### config.mk
export PLATFORM = sky130hd
export DESIGN_NAME = decode_stage
export DESIGN_NICKNAME = d
export VERILOG_FILES = /design/src/rtl/decode_stage.sv
export SDC_FILE = /design/constraint.sdc
export NUM_CORES = 1
export LEC_CHECK = 0
export BUFFER_PORTS_ARGS = -buffer_cell sky130_fd_sc_hd__buf_2
export CAP_MARGIN = 20
export CORE_MARGIN = 2
export CORE_UTILIZATION = 30
export CTS_BUF_LIST = sky130_fd_sc_hd__clkbuf_8
export DETAILED_ROUTE_END_ITERATION = 8
export PLACE_DENSITY_LB_ADDON = 0.2
export SLEW_MARGIN = 0
export SYNTH_ARGS = -nofsm -noshare
export SYNTH_HDL_FRONTEND = slang
export SYNTH_SLANG_ARGS = --single-unit
### constraint.sdc
create_clock -name CLK -period 2.5 [get_ports CLK]
set_input_delay 0.375 -clock CLK [delete_from_list [all_inputs] [get_ports CLK]]
set_output_delay 0.375 -clock CLK [all_outputs]
set_load 0.01 [all_outputs]
### src/rtl/decode_stage.sv
// RV32I decode pipeline register: latency 1, valid/ready handshake, holds all outputs while out_ready=0.
// Load-use hazards insert LOAD_LAT bubbles; define HALT_DETECT_EN to decode opcode 7'h7F as HALT (adds out_halt).
package cpu_types_pkg;
   typedef enum logic [3:0] {
      ALU_ADD  = 4'd0,
      ALU_SUB  = 4'd1,
      ALU_SLL  = 4'd2,
      ALU_SLT  = 4'd3,
      ALU_SLTU = 4'd4,
      ALU_XOR  = 4'd5,
      ALU_SRL  = 4'd6,
      ALU_SRA  = 4'd7,
      ALU_OR   = 4'd8,
      ALU_AND  = 4'd9
   } aluop_t;
endpackage

module decode_stage
   import cpu_types_pkg::*;
#(
   parameter int WORD_W   = 32,
   parameter int REG_W    = 5,
   parameter int LOAD_LAT = 1
) (
   input  logic              CLK,
   input  logic              nRST,
   input  logic              flush,
   input  logic              in_valid,
   input  logic [WORD_W-1:0] in_instr,
   input  logic [WORD_W-1:0] in_pc,
   output logic              in_ready,
   input  logic              out_ready,
   output logic              out_valid,
   output logic [WORD_W-1:0] out_pc,
   output logic [REG_W-1:0]  out_rs1,
   output logic [REG_W-1:0]  out_rs2,
   output logic [REG_W-1:0]  out_rd,
   output logic [WORD_W-1:0] out_imm,
   output aluop_t            out_aluOp,
   output logic              out_aluSrc,
   output logic              out_shift,
   output logic              out_regWr,
   output logic              out_dREN,
   output logic              out_dWEN,
   output logic [2:0]        out_rdSel,
   output logic [1:0]        out_pcSrc,
   output logic [2:0]        out_brType,
   output logic              out_illegal
`ifdef HALT_DETECT_EN
   ,
   output logic              out_halt
`endif
);

   localparam logic [6:0] OP_R      = 7'h33;
   localparam logic [6:0] OP_IMM    = 7'h13;
   localparam logic [6:0] OP_LOAD   = 7'h03;
   localparam logic [6:0] OP_STORE  = 7'h23;
   localparam logic [6:0] OP_BRANCH = 7'h63;
   localparam logic [6:0] OP_JAL    = 7'h6F;
   localparam logic [6:0] OP_JALR   = 7'h67;
   localparam logic [6:0] OP_LUI    = 7'h37;
   localparam logic [6:0] OP_AUIPC  = 7'h17;
`ifdef HALT_DETECT_EN
   localparam logic [6:0] OP_HALT   = 7'h7F;
`endif

   typedef enum logic {RUN, STALL} state_t;

   typedef struct packed {
      logic [WORD_W-1:0] pc;
      logic [REG_W-1:0]  rs1;
      logic [REG_W-1:0]  rs2;
      logic [REG_W-1:0]  rd;
      logic [WORD_W-1:0] imm;
      aluop_t            aluop;
      logic              alusrc;
      logic              shift;
      logic              regwr;
      logic              dren;
      logic              dwen;
      logic [2:0]        rdsel;
      logic [1:0]        pcsrc;
      logic [2:0]        brtype;
      logic              ill;
`ifdef HALT_DETECT_EN
      logic              halt;
`endif
   } dec_t;

   function automatic aluop_t alu_sel(input logic [2:0] f3, input logic alt);
      case (f3)
         3'd0:    alu_sel = alt ? ALU_SUB : ALU_ADD;
         3'd1:    alu_sel = ALU_SLL;
         3'd2:    alu_sel = ALU_SLT;
         3'd3:    alu_sel = ALU_SLTU;
         3'd4:    alu_sel = ALU_XOR;
         3'd5:    alu_sel = alt ? ALU_SRA : ALU_SRL;
         3'd6:    alu_sel = ALU_OR;
         default: alu_sel = ALU_AND;
      endcase
   endfunction

   logic [31:0] ins;
   logic [6:0]  opc;
   logic [2:0]  f3;
   logic [6:0]  f7;
   logic        alt;
   logic [31:0] imm32;
   logic        use_rs1, use_rs2, use_rd;
   logic        hazard, advance, take, halt_blk;
   dec_t        d, q;
   logic        vld_q;
   state_t      state_q;
   logic [2:0]  cnt_q;

   assign ins = in_instr[31:0];
   assign opc = ins[6:0];
   assign f3  = ins[14:12];
   assign f7  = ins[31:25];
   assign alt = (f7 == 7'b0100000);

   always_comb begin
      d       = '0;
      d.pc    = in_pc;
      imm32   = '0;
      use_rs1 = 1'b0;
      use_rs2 = 1'b0;
      use_rd  = 1'b0;
      case (opc)
         OP_R: begin
            use_rs1 = 1'b1; use_rs2 = 1'b1; use_rd = 1'b1;
            d.regwr = 1'b1;
            d.aluop = alu_sel(f3, alt);
            d.shift = (f3 == 3'd1) || (f3 == 3'd5);
            d.ill   = !((f7 == 7'd0) || (alt && ((f3 == 3'd0) || (f3 == 3'd5))));
         end
         OP_IMM: begin
            use_rs1  = 1'b1; use_rd = 1'b1;
            imm32    = {{20{ins[31]}}, ins[31:20]};
            d.regwr  = 1'b1;
            d.alusrc = 1'b1;
            // imm[11:5] only selects SRA for the right shift; for other ops it is immediate data
            d.aluop  = alu_sel(f3, (f3 == 3'd5) && alt);
            d.shift  = (f3 == 3'd1) || (f3 == 3'd5);
            if (f3 == 3'd1)      d.ill = (f7 != 7'd0);
            else if (f3 == 3'd5) d.ill = !((f7 == 7'd0) || alt);
         end
         OP_LOAD: begin
            use_rs1  = 1'b1; use_rd = 1'b1;
            imm32    = {{20{ins[31]}}, ins[31:20]};
            d.regwr  = 1'b1;
            d.alusrc = 1'b1;
            d.dren   = 1'b1;
            d.rdsel  = 3'd1;
            d.ill    = (f3 == 3'd3) || (f3 == 3'd6) || (f3 == 3'd7);
         end
         OP_STORE: begin
            use_rs1  = 1'b1; use_rs2 = 1'b1;
            imm32    = {{20{ins[31]}}, ins[31:25], ins[11:7]};
            d.alusrc = 1'b1;
            d.dwen   = 1'b1;
            d.ill    = (f3 > 3'd2);
         end
         OP_BRANCH: begin
            use_rs1  = 1'b1; use_rs2 = 1'b1;
            imm32    = {{19{ins[31]}}, ins[31], ins[7], ins[30:25], ins[11:8], 1'b0};
            d.aluop  = ALU_SUB;
            d.pcsrc  = 2'd1;
            d.brtype = f3;
            d.ill    = (f3 == 3'd2) || (f3 == 3'd3);
         end
         OP_JAL: begin
            use_rd  = 1'b1;
            imm32   = {{11{ins[31]}}, ins[31], ins[19:12], ins[20], ins[30:21], 1'b0};
            d.regwr = 1'b1;
            d.rdsel = 3'd2;
            d.pcsrc = 2'd3;
         end
         OP_JALR: begin
            use_rs1  = 1'b1; use_rd = 1'b1;
            imm32    = {{20{ins[31]}}, ins[31:20]};
            d.regwr  = 1'b1;
            d.alusrc = 1'b1;
            d.rdsel  = 3'd2;
            d.pcsrc  = 2'd2;
            d.ill    = (f3 != 3'd0);
         end
         OP_LUI: begin
            use_rd   = 1'b1;
            imm32    = {ins[31:12], 12'd0};
            d.regwr  = 1'b1;
            d.alusrc = 1'b1;
            d.rdsel  = 3'd3;
         end
         OP_AUIPC: begin
            use_rd   = 1'b1;
            imm32    = {ins[31:12], 12'd0};
            d.regwr  = 1'b1;
            d.alusrc = 1'b1;
            d.rdsel  = 3'd4;
         end
`ifdef HALT_DETECT_EN
         OP_HALT: d.halt = 1'b1;
`endif
         default: d.ill = 1'b1;
      endcase

      // unused register fields are zeroed so they never match a pending load
      d.rs1 = use_rs1 ? REG_W'(ins[19:15]) : '0;
      d.rs2 = use_rs2 ? REG_W'(ins[24:20]) : '0;
      d.rd  = use_rd  ? REG_W'(ins[11:7])  : '0;
      d.imm = WORD_W'($signed(imm32));

      if (d.ill) begin
         d.aluop  = ALU_ADD;
         d.alusrc = 1'b0;
         d.shift  = 1'b0;
         d.regwr  = 1'b0;
         d.dren   = 1'b0;
         d.dwen   = 1'b0;
         d.rdsel  = 3'd0;
         d.pcsrc  = 2'd0;
         d.brtype = 3'd0;
      end
      if (d.rd == '0) d.regwr = 1'b0;
   end

   assign advance = !vld_q || out_ready;
   assign hazard  = vld_q && q.dren && (q.rd != '0) &&
                    ((d.rs1 == q.rd) || (d.rs2 == q.rd));

`ifdef HALT_DETECT_EN
   logic halted_q;
   assign halt_blk = halted_q;

   // only reset releases a halted stage
   always_ff @(posedge CLK or negedge nRST) begin
      if (!nRST)               halted_q <= 1'b0;
      else if (take && d.halt) halted_q <= 1'b1;
   end
`else
   assign halt_blk = 1'b0;
`endif

   assign in_ready = nRST && advance && (state_q == RUN) && !hazard && !flush && !halt_blk;
   assign take     = in_valid && in_ready;

   always_ff @(posedge CLK or negedge nRST) begin
      if (!nRST) begin
         q       <= '0;
         vld_q   <= 1'b0;
         state_q <= RUN;
         cnt_q   <= 3'd0;
      end else if (flush) begin
         q       <= '0;
         vld_q   <= 1'b0;
         state_q <= RUN;
         cnt_q   <= 3'd0;
      end else if (state_q == STALL) begin
         cnt_q <= cnt_q - 3'd1;
         if (cnt_q == 3'd1) state_q <= RUN;
      end else if (advance) begin
         if (take) begin
            q     <= d;
            vld_q <= 1'b1;
         end else begin
            q     <= '0;
            vld_q <= 1'b0;
            if (in_valid && hazard) begin
               cnt_q <= 3'(LOAD_LAT - 1);
               if (LOAD_LAT > 1) state_q <= STALL;
            end
         end
      end
   end

   assign out_valid   = vld_q;
   assign out_pc      = q.pc;
   assign out_rs1     = q.rs1;
   assign out_rs2     = q.rs2;
   assign out_rd      = q.rd;
   assign out_imm     = q.imm;
   assign out_aluOp   = q.aluop;
   assign out_aluSrc  = q.alusrc;
   assign out_shift   = q.shift;
   assign out_regWr   = q.regwr;
   assign out_dREN    = q.dren;
   assign out_dWEN    = q.dwen;
   assign out_rdSel   = q.rdsel;
   assign out_pcSrc   = q.pcsrc;
   assign out_brType  = q.brtype;
   assign out_illegal = q.ill;
`ifdef HALT_DETECT_EN
   assign out_halt    = q.halt;
`endif

endmodule

* Word-level counts from Yosys, hierarchy flattened
Index checks and enable logic that the tools add are counted. Widths: inputs -> output; s select.
Cells by class: mux-type cells 42, $lt $le $gt $ge 1, bitwise operators 1, equal/unequal tests 22, add/sub/neg operators 1, reductions and logical operators 45
Operator list (count):
- $mux 97 | 4
- $pmux 32 s5 | 1
- $pmux 4 s7 | 2
- $eq 7x6->1 const B | 4
- $eq 7x7->1 const B | 3
- $mux 1 | 21
- $mux 3 | 6
- $mux 17 | 1
- $mux 5 | 3
- $eq 7x5->1 const B | 2
- $eq 3x3->1 const B | 4
- $pmux 3 s4 | 1
- $pmux 4 s3 | 1
- $reduce_or 6->1 | 2
- $logic_and 1x1->1 | 11
- $eq 5x5->1 | 2
- $logic_or 1x1->1 | 9
- $reduce_bool 3->1 | 3
- $reduce_or 3->1 | 3
- $eq 7x2->1 const B | 1
- $logic_not 7->1 | 1
- $pmux 1 s7 | 1
- $reduce_bool 7->1 | 1
- $reduce_or 7->1 | 1
- other kinds (16) | 24
Word-level totals: bits of input ports 69, word-level logic and storage cells 130, output and inout bits 99, bits in registers 102

* Logic depth before layout (Yosys ltp)
Gate-level depths: netlist (run 1).
depth in word-level cells 15, gate-level depth with buffers 11

* Least setup slack after synthesis (run 1)
OpenSTA, ideal clock, no wires.
kind input-to-output, from input port in_instr[4], to output port in_ready, arrival time 1.766 ns, buffers on the path 3, slack 0.359 ns, stages 9, data required time 2.125 ns, path through buf_4 > nand3b_4 > buf_6 > a21o_1 > o32ai_1 > nand4_1 > nand2_1 > clkbuf_1 > nor2_1
On the way: cells in the longest elaborated chain, start to end 10, elaborated cells between the ends (all ways) 19, those cells by class eq/ne: 8; mux: 4; reduce/logical: 7
RTL lines:
- from (decl) | RTL line 29 | input logic [WORD_W-1:0] in_instr,
- $eq 7x7->1, or another cell as far along | RTL line 130 | case (opc)
- $reduce_or 6->1 (no source line) or $reduce_or 3->1 (tied branches)
- $mux 1 | RTL line 130
- $mux 5 (on tied branches) | RTL line 210, 211
- $eq 5x5->1 | RTL line 231 | ((d.rs1 == q.rd) || (d.rs2 == q.rd));
- $logic_or 1x1->1 * | RTL line 231
- $logic_and 1x1->1 * | RTL line 230 | assign hazard = vld_q && q.dren && (q.rd != '0) &&
- $logic_not 1->1 * | RTL line 246 | assign in_ready = nRST && advance && (state_q == RUN) && !hazard && !flush && !halt_blk;
- $logic_and 1x1->1 * (2 in series) | RTL line 246
- to (decl) | RTL line 31 | output logic in_ready,
Every way passes the cells marked *; elsewhere a longest branch is shown, timed or not.

* Final worst setup path (run 1)
from register q (netlist bit out_rd[2]), to output port in_ready
On the way: cells in the longest elaborated chain, start to end 6, elaborated cells between the ends (all ways) 9, those cells by class eq/ne: 2; reduce/logical: 7
RTL lines:
- from (decl) | RTL line 112 | dec_t d, q;
- from (signal assigned) | RTL line 251 | q <= '0;
- from (signal assigned) | RTL line 256 | q <= '0;
- from (signal assigned) | RTL line 265 | q <= d;
- $eq 5x5->1 or $reduce_bool 5->1 (tied branches) | RTL line 231, 230
- $logic_or 1x1->1 or $logic_and 1x1->1 (tied branches) | RTL line 231, 230
- $logic_and 1x1->1 * | RTL line 230
- $logic_not 1->1 * | RTL line 246
- $logic_and 1x1->1 * (2 in series) | RTL line 246
Marked as above.

==> out/metrics.yaml, run 1 <==
ant_nets: 0
ff_latch_area_sq_um: 2550
grtUsageMet1: 0.267
synth_compound_gate_area_share: 0.250
synth_top_family_by_area: "compound AO/OA/AOI/OAI gates"
root_buffer: "clkbuf_8"
finalPower_mw: 3.01
via_per_inst: 5.16
hold_viol: 0
synth-simple-area-share: 0.155
period_minus_slack_ps: 2360
grt.overflow.total: 0
drtPass1Iterations: 5
fp.coreArea_sq_um: 15800
max_freq_mhz: 424
ys_ff_latch: 102
wire_per_inst_um: 18.4
start_util: 0.305
tightest_slew_ps: 630
synth_cell_types: 54
antenna_cells: 0
io_buffers: 167
crit_path_max_fanout: 8
synth_edf_count: 0
nets: 710
routed_wirelength_um: 15800
numClockSinks: 102
clock_path_buffers: 2
seq_area_frac_synth: 0.528
grt_pass1_vias: 4424
routabilityCongestion: 0.860
maxSlewHeadroom: 0.580
worstSetupEndpointType: "primary output"
busiest_layer: "met2"
die_x_um: 131
synth-main-ff-cell: "dfrtp_1"
hold_path_class: "in -> async"
leakage_nw: 3.04
ir_drop_mv: 0.224
cts_setup_buffers: 0
dr_total_vias: 4440
crit_type: "reg -> out"
use_met3: 0.0338
num_rows: 46
final_common_cell: "buf_2"
synth-xor-area-share: 0.0145
htreeDepth: 3
final_cell_mix: "buf_2 (166), dfrtp_1 (100), nand2_1 (66)"
outcome: "finished, final reports clean"
numCtsBuffers: 9
grt_pass1_wl_um: 24000
drtIter0Drc: 371
clk_latency_ps: 380
synthesis.nets: 545
cap_violations: 0
hpwl_um: 11600
synth.mux.area_fraction: 0.00699
fill_cells: 1647
async_flop_share: 1.00
grt_max_degree: 103
fin_crit_sh: 0.944
path_clk_slew_ps: 100
area_growth_pct: 27.8
dp_cells: 844
arrival_ps: 1990
die_h_um: 131
fin_skew_ps: 9.08
multi_input_area_sq_um: 2100
grt_use_met2: 0.267
cts_hold_buf: 0
whs_ps: 79.1
setup_viol: 0
rsz0062_at_grt: "false"
avgSynthCellArea_sq_um: 10.2
fin_cells: 860
crit_required_ps: 2120
start_kind: "flop"
io_pins: 168
synth_area_sq_um: 4830
cts_tree: "built"
synth_cells: 474
ys_warn_count: 0
final_max_slew_viol_count: 0
synthAdderAreaFrac: 0.00518
drc: 0
grt_antenna_before_repair: 0
grt_usage: 0.184
cellPowerDensity_nw_per_um2: 488
die_area_sq_um: 17100
fin_setup_tns_ps: 0
layout-drive-gt1-share: 0.342
## cell families after synthesis
kind of cell             after synthesis
AO/OA/AOI/OAI                        172
XOR/XNOR                               8
adder cells (fa/ha/maj)                2
buffers and inverters                 42
flip-flops                           102
multiplexers                           3
AND/OR/NAND/NOR                      145
## where the power goes
part	total, mW	internal, mW	switching, mW
logic	0.322	0.118	0.203
registers	1.68	1.67	0.0107
clock network	1.01	0.399	0.613
## worst paths after layout
| path | startpoint | endpoint | slack, ps | cells past startpoint |
|---|---|---|---|---|
| setup / recovery | out_rd[2] | in_ready | 140 | 7 |
| setup reg to reg | out_valid | out_imm[5] | 350 | 7 |
| min in group CLK | in_pc[16] | out_pc[16] | 200 | 2 |
| hold / removal | nRST | out_pcSrc[0] | 80 | 2 |
| hold reg to reg | out_imm[15] | out_imm[15] | 480 | 2 |
| max in group asynchronous | nRST | out_imm[25] | 1970 | 2 |
## area by class of cell
cell class / count / area share
Clock inverter: 6 / 0.00750
Multi-Input combinational cell: 330 / 0.340
Tap cell: 216 / 0.0438
Sequential cell: 102 / 0.414
Clock buffer: 10 / 0.0223
Timing Repair Buffer: 188 / 0.167
Inverter: 8 / 0.00486
## through the flow
stage | util | cell area [sq um] | setup WS, ps
finish | 0.390 | 6170 | 140
global route | 0.390 | 6170 | 4.01
CTS | 0.390 | 6170 | 95.7
detailed placement | 0.378 | 5980 | 0.236
global placement | 0.378 | 5980 | 179
floorplan | - | 4830 | 359
## sequential cells by signal, indices dropped and copies added, names as in the netlist, 2 cells and up
signal      count
out_brType      3
out_rdSel       3
out_imm        32
out_aluOp       4
out_pcSrc       2
out_rd          5
cnt_q           3
out_rs1         5
out_pc         32
out_rs2         5
## Yosys cell counts, types with 2 or more instances
master	number	area share
o221ai_1	2	0.0036
nor2b_1	3	0.0039
and2_1	2	0.0026
o31ai_1	14	0.022
nor4bb_1	4	0.0083
o32ai_1	2	0.0036
nor3_1	2	0.0021
buf_6	2	0.0047
and3_1	5	0.0065
a22o_1	33	0.060
clkbuf_1	22	0.017
nand4_1	5	0.0065
a21boi_0	2	0.0031
a21oi_1	29	0.030
nor2_1	25	0.019
a32o_1	17	0.035
nand3b_4	2	0.0083
o211ai_1	4	0.0062
a211oi_1	7	0.011
mux2_2	3	0.0070
buf_4	2	0.0031
nand3_1	11	0.011
nand2b_1	6	0.0078
dfrtp_1	102	0.53
nand2_1	66	0.051
a22oi_1	5	0.0078
o21ai_0	41	0.042
o21ai_1	2	0.0021
ha_1	2	0.0052
a31oi_1	5	0.0065
xnor2_1	8	0.015
o2bb2ai_1	3	0.0054
inv_1	8	0.0062
buf_2	8	0.0083
## layer usage
layer  vias to the layer above  share of wire
li1                       2090              -
met1                      2174           0.47
met2                       150           0.45
met3                        26          0.057
met4                         0          0.027
met5                         -              0
## timing repair
action / 4_1_cts / 5_1_grt
hold endpoints to repair: 0 / 0
endpoints found under the setup margin: 0 / 1
resized for setup: 0 / 3
## worst max-delay path: stages, from the launching register on
cell and delay [ps]:
dfrtp_1 490, nor4bb_1 320, a31oi_1 70, o32ai_1 160
nand4_1 200, nand2_1 140, nor2_1 70, buf_2 140
Note: power is estimated with default switching activity, not from simulation.
==> inputs of run 2 (changes only) <==
--- a/config.mk
+++ b/config.mk
@@ -11,6 +11,7 @@
 export CORE_UTILIZATION = 30
 export CTS_BUF_LIST = sky130_fd_sc_hd__clkbuf_8
 export DETAILED_ROUTE_END_ITERATION = 8
+export GPL_TIMING_DRIVEN = 0
 export PLACE_DENSITY_LB_ADDON = 0.2
 export SLEW_MARGIN = 0
 export SYNTH_ARGS = -nofsm -noshare
==> constraint.sdc (replaced) <==
create_clock -name CLK -period 1.9 [get_ports CLK]
set_input_delay 0.285 -clock CLK [delete_from_list [all_inputs] [get_ports CLK]]
set_output_delay 0.285 -clock CLK [all_outputs]
set_load 0.01 [all_outputs]
==> out/metrics.yaml, run 2 (synthesis gave the netlist of run 1 again) <==
outcome: "complete, but fails checks"
violations: "hold timing, setup timing"
dp_slack_ps: -1090  # -1090 ps
final_max_slew_viol_count: 0  # unchanged
grt_pass1_vias: 4428  # +0.090%
clock_path_buffers: 2  # unchanged
drtIter0Drc: 313  # -16%
cap_violations: 0  # unchanged
max_stage_delay_ps: 470  # -20 ps
path_cells: "nor4bb_4, a31oi_1, o32ai_1, nand4_1, nand2_2, clkbuf_8, nor2_4, buf_6"
dr_total_vias: 4833  # +8.9%
max_freq_mhz: 442
drtPass1Iterations: 5  # unchanged
numCtsBuffers: 9  # unchanged
grt.overflow.total: 0  # unchanged
grt_usage: 0.190  # +0.00577
grt_max_degree: 56  # -46%
crit_slowest_cell: "dfrtp_2"
hold_path_class: "in -> async"
die_x_um: 131  # unchanged
grt_antenna_before_repair: 0  # unchanged
fin_crit_sh: 1.19
tightest_slew_ps: 896  # +267 ps
routed_wirelength_um: 17800  # +12%
root_buffer: "clkbuf_8"
period_minus_slack_ps: 2260
cp_num_buf_inv: 2  # +1
leakage_nw: 3.48  # +15%
crit_cells: 8  # +1
setup_viol: 84  # +84
ir_drop_mv: 0.313  # +40%
die_area_sq_um: 17100  # unchanged
reg2reg_depth: 9  # +2
cellPowerDensity_nw_per_um2: 583  # +20%
hpwl_um: 12500  # +7.2%
regToRegSetupSlack_ps: -250  # -600 ps
cts_tree: "built"
final_cell_area_sq_um: 7270  # +18%
wire_per_inst_um: 19.3  # +5.0%
cp-startpoint: "out_rd[2]"
numClockSinks: 102  # unchanged
drc: 0  # unchanged
cts_hold_buf: 3  # +3
rsz0062_at_grt: "true"
r2r-end: "out_pc[22]"
ant_nets: 0  # unchanged
start_util: 0.305  # unchanged
ff_latch_area_sq_um: 2560  # +0.15%
num_rows: 46  # unchanged
multi_input_area_sq_um: 2470  # +18%
nets: 771  # +8.6%
area_growth_pct: 50.5
final_cell_mix: "buf_2 (167), dfrtp_1 (97), nand2_1 (63)"
hold_viol: 54  # +54
layout-drive-gt1-share: 0.452  # +0.111
start_kind: "flop"
worst_slack_ps: -360  # -500 ps
critical_path.endpoint: "in_ready"
final_common_cell: "buf_2"
antenna_cells: 0  # unchanged
fill_cells: 1555  # -5.6%
whs_ps: -129  # -208 ps
timing.rr.start: "out_rd[2]"
dpl_cell_area_sq_um: 5970  # -0.13%
path_clk_slew_ps: 100  # about the same
arrival_ps: 1980  # about the same
crit_path_max_fanout: 5  # -3
crit_required_ps: 1620  # -500 ps
htreeDepth: 3  # unchanged
io_pins: 168  # unchanged
maxSlewHeadroom: 0.401  # -0.179
finalPower_mw: 4.24  # +41%
via_per_inst: 5.25  # +1.6%
io_buffers: 165  # -1.2%
routabilityCongestion: 0.885  # +2.8%
die_h_um: 131  # unchanged
clk_latency_ps: 390  # about the same
fp.coreArea_sq_um: 15800  # unchanged
worstSetupEndpointType: "primary output"
grt_pass1_wl_um: 24400  # +1.6%
crit_type: "reg -> out"
fin_skew_ps: 15.4  # +6.32 ps
cpLargestDelayFamily: "simple AND/OR/NAND/NOR gates"
-- run 2: changes by cell type in the layout (fill, tap and decap cells not counted), moves of 7 or more --
cell,delta
o21ai_0,-25
o21ai_2,+15
o31ai_1,-14
buf_6,+12
buf_8,+12
clkbuf_1,+11
o21ai_1,+10
buf_4,+8
o31ai_2,+7
o31ai_4,+7
-- run 2: how the worst min path moves through the flow --
stage	endpoint	from	cells past startpoint	slack, ps
floorplan	cnt_q[0]	nRST	0	-10
global placement	out_imm[26]	out_imm[26]	2	460
detailed placement	out_aluSrc	nRST	1	370
CTS	out_pcSrc[0]	nRST	2	-110
global route	out_pcSrc[0]	nRST	2	-110
finish	out_pcSrc[0]	nRST	2	-130
-- run 2: cell type report --
cell class,instances,area share
multi-input cells,332,0.340
plain buffers,31,0.0339
well taps,216,0.0372
inverters,8,0.00413
repair buffers,216,0.203
clock inverters,6,0.0103
clock buffers,10,0.0189
flip-flops and latches,102,0.352
-- run 2: timing repair --
| action | 4_1_cts | 5_1_grt |
|---|---|---|
| setup buffers | 19 | 20 |
| cloned | 1 | 9 |
| resized for setup | 50 | 106 |
| setup endpoints to repair | 102 | 101 |
| pin swaps | 11 | 40 |
| hold endpoints to repair | 48 | 54 |
-- run 2: per-stage QoR --
stage / std cells / util / setup TNS, ps / hold WS [ps]
CTS: 893 / 0.415 / -7090 / -111
detailed placement: 856 / 0.377 / -74630 / 366
global placement: 855 / 0.376 / -252490 / 461
finish: 921 / 0.459 / -13750 / -129
floorplan: 474 / - / -2680 / -10.6
global route: 921 / 0.459 / -21000 / -107
-- run 2: power breakdown --
group | leakage (nW) | switching [mW] | total (mW) | internal [mW]
logic | 1.96 | 0.312 | 0.542 | 0.230
registers | 1.41 | 0.0130 | 2.20 | 2.19
clock network | 0.105 | 0.824 | 1.49 | 0.666
-- run 2: worst register-to-register path, cell delays in order, from the launching register on --
cell and delay (ps):
dfrtp_2 470, nor4bb_4 280, a31oi_1 70, o32ai_1 150, nand4_1 210, buf_4 200, and3_4 200, buf_8 160
clkbuf_16 150, a22o_1 180
-- run 2: metal layers --
metal  global-route usage  part of all wire
met1                0.260              0.43
met2                0.302              0.49
met4               0.0738             0.023
met5                    0                 0
met3               0.0326             0.062
==> inputs of run 3 (changes only) <==
--- a/config.mk
+++ b/config.mk
@@ -7,9 +7,12 @@
 export LEC_CHECK = 0
 export BUFFER_PORTS_ARGS = -buffer_cell sky130_fd_sc_hd__buf_2
 export CAP_MARGIN = 20
+export CELL_PAD_IN_SITES_DETAIL_PLACEMENT = 1
+export CELL_PAD_IN_SITES_GLOBAL_PLACEMENT = 2
 export CORE_MARGIN = 2
-export CORE_UTILIZATION = 30
+export CORE_UTILIZATION = 28
 export CTS_BUF_LIST = sky130_fd_sc_hd__clkbuf_8
+export CTS_CLUSTER_DIAMETER = 120
 export DETAILED_ROUTE_END_ITERATION = 8
 export GPL_TIMING_DRIVEN = 0
 export PLACE_DENSITY_LB_ADDON = 0.2
==> out/metrics.yaml, run 3 (synthesis gave the netlist of run 1 again) <==
start_kind: "flop"
cts_tree: "built"
period_minus_slack_ps: 2270  # +7.81 ps
rsz0062_at_grt: "true"
maxSlewHeadroom: 0.511  # +0.110
numClockSinks: 102  # unchanged
routed_wirelength_um: 19200  # +7.5%
start_util: 0.283  # -0.0220
nets: 763  # -1.0%
setup_viol: 99  # +18%
crit_slowest_cell: "dfrtp_1"
wire_per_inst_um: 20.8  # +7.4%
busiest_layer: "met2"
numCtsBuffers: 9  # unchanged
max_freq_mhz: 441  # -0.34%
final_common_cell: "buf_2"
grt_pass1_wl_um: 28400  # +16%
leakage_nw: 3.40  # -2.2%
dr_total_vias: 4771  # -1.3%
final_cell_mix: "buf_2 (167), dfrtp_1 (98), nand2_1 (63)"
crit_path_frequent_cell: "buf_8"
hold_path_class: "in -> reg"
crit_path_max_fanout: 7  # +2
io_pins: 168  # unchanged
hpwl_um: 13200  # +6.1%
antenna_cells: 0  # unchanged
worstSetupEndpointType: "primary output"
hold_viol: 0  # -100%
crit_type: "reg -> out"
grt_pass1_vias: 4886  # +10%
fp.coreArea_sq_um: 17100  # +7.8%
whs_ps: 107  # +235 ps
num_rows: 48  # +4.3%
area_growth_pct: 47.8
dp_slack_ps: -1050  # +43.5 ps
drtPass1Iterations: 4  # -1
dp_cells: 865  # +1.1%
grt_use_met2: 0.339  # +0.0369
fin_cells: 922  # +0.11%
tightest_slew_ps: 731  # -165 ps
die_x_um: 135  # +3.4%
htreeDepth: 3  # unchanged
fin_setup_tns_ps: -24140  # -10390 ps
max_stage_delay_ps: 410  # -60 ps
violations: "setup timing"
crit_required_ps: 1620  # about the same
ant_nets: 0  # unchanged
min_path_cells: 2
use_met3: 0.0296  # -0.00302
clk_latency_ps: 390  # about the same
clock_path_buffers: 2  # unchanged
grt_usage: 0.204  # +0.0146
arrival_ps: 1980  # about the same
path_clk_slew_ps: 110  # about the same
drc: 0  # unchanged
die_h_um: 135  # +3.4%
die_area_sq_um: 18300  # +6.9%
via_per_inst: 5.17  # -1.4%
grtUsageMet1: 0.280  # +0.0199
cellPowerDensity_nw_per_um2: 579  # -0.59%
ir_drop_mv: 0.298  # -4.9%
cp_num_buf_inv: 3  # +1
root_buffer: "clkbuf_8"
fin_skew_ps: 17.5  # +2.09 ps
path_cells: "buf_8, xnor2_2, a31oi_1, o32ai_1, nand4_1, nand2_2, buf_8, nor2_4, buf_6"
worst_slack_ps: -368  # -7.81 ps
final_max_slew_viol_count: 0  # unchanged
io_buffers: 165  # unchanged
grt_antenna_before_repair: 0  # unchanged
grt_max_degree: 70  # +25%
routabilityCongestion: 0.843  # -4.7%
fin_crit_sh: 1.19  # +0.00411
cpLargestDelayFamily: "flip-flops"
finalPower_mw: 4.14  # -2.4%
cap_violations: 0  # unchanged
crit_cells: 9  # +1
outcome: "complete, but fails checks"
drtIter0Drc: 215  # -31%
layout-drive-gt1-share: 0.452  # -0.000545
grt.overflow.total: 0  # unchanged
reg2reg_depth: 10  # +1
-- run 3: changes by cell type in the layout (fill, tap and decap cells not counted), sizes merged --
cell / change
clkbuf: -5
bufinv: -1
clkinvlp: +1
buf: -4
inv: +1
-- run 3: per-stage QoR --
step / instance area (sq um) / util
4_1_cts: 6780 / 0.397
6_report: 7140 / 0.419
3_3_place_gp: 5960 / 0.349
2_1_floorplan: 4850 / -
5_1_grt: 7140 / 0.419
3_5_place_dp: 5990 / 0.351
-- run 3: final cells by class --
class                   count  area (sq um)
plain buffers              32           264
clock buffers               9           124
clock inverters             7          63.8
fillers                  1961          9920
inverters                   8          30.0
multi-input cells         332          2470
flip-flops and latches    102          2560
well taps                 225           282
repair buffers            207          1350
-- run 3: power breakdown --
group / switching [mW] / total, mW / internal, mW
clock network: 0.871 / 1.38 / 0.507
registers: 0.0125 / 2.20 / 2.19
logic: 0.325 / 0.554 / 0.229
total: 1.21 / 4.14 / 2.93
-- run 3: path summary, 6_finish.rpt --
check | start | endpoint | slack (ps)
max | out_rd[3] | in_ready | -370
min in group asynchronous | nRST | out_pc[6] | 600
min | in_pc[28] | out_pc[28] | 110
max reg2reg | out_rd[3] | out_rs1[2] | -350
max in group asynchronous | nRST | out_pc[9] | 980
min reg2reg | out_imm[23] | out_imm[23] | 490
-- run 3: routing by layer --
metal  part of all wire  up-vias  wire length (um)
met3              0.055       17              1050
met1               0.45     2398              8590
met4              0.013        0               244
met5                  0        -                 0
li1                   -     2203                 -
met2               0.48      153              9280
-- run 3: worst reg2reg max path, stage by stage (launching register included) --
cell	delay, ps
dfrtp_1	390
buf_8	140
nor4bb_4	200
a31oi_1	80
o32ai_1	130
nand4_1	240
buf_4	220
and3_4	200
buf_8	150
buf_12	130
a32o_1	240
-- run 3: timing repair --
action,CTS,global route
pin swaps,37,25
setup buffers,23,15
gates cloned,6,4
hold endpoints to repair,34,102
resized for setup,98,66
hold buffers,2,1
setup endpoints to repair,102,102
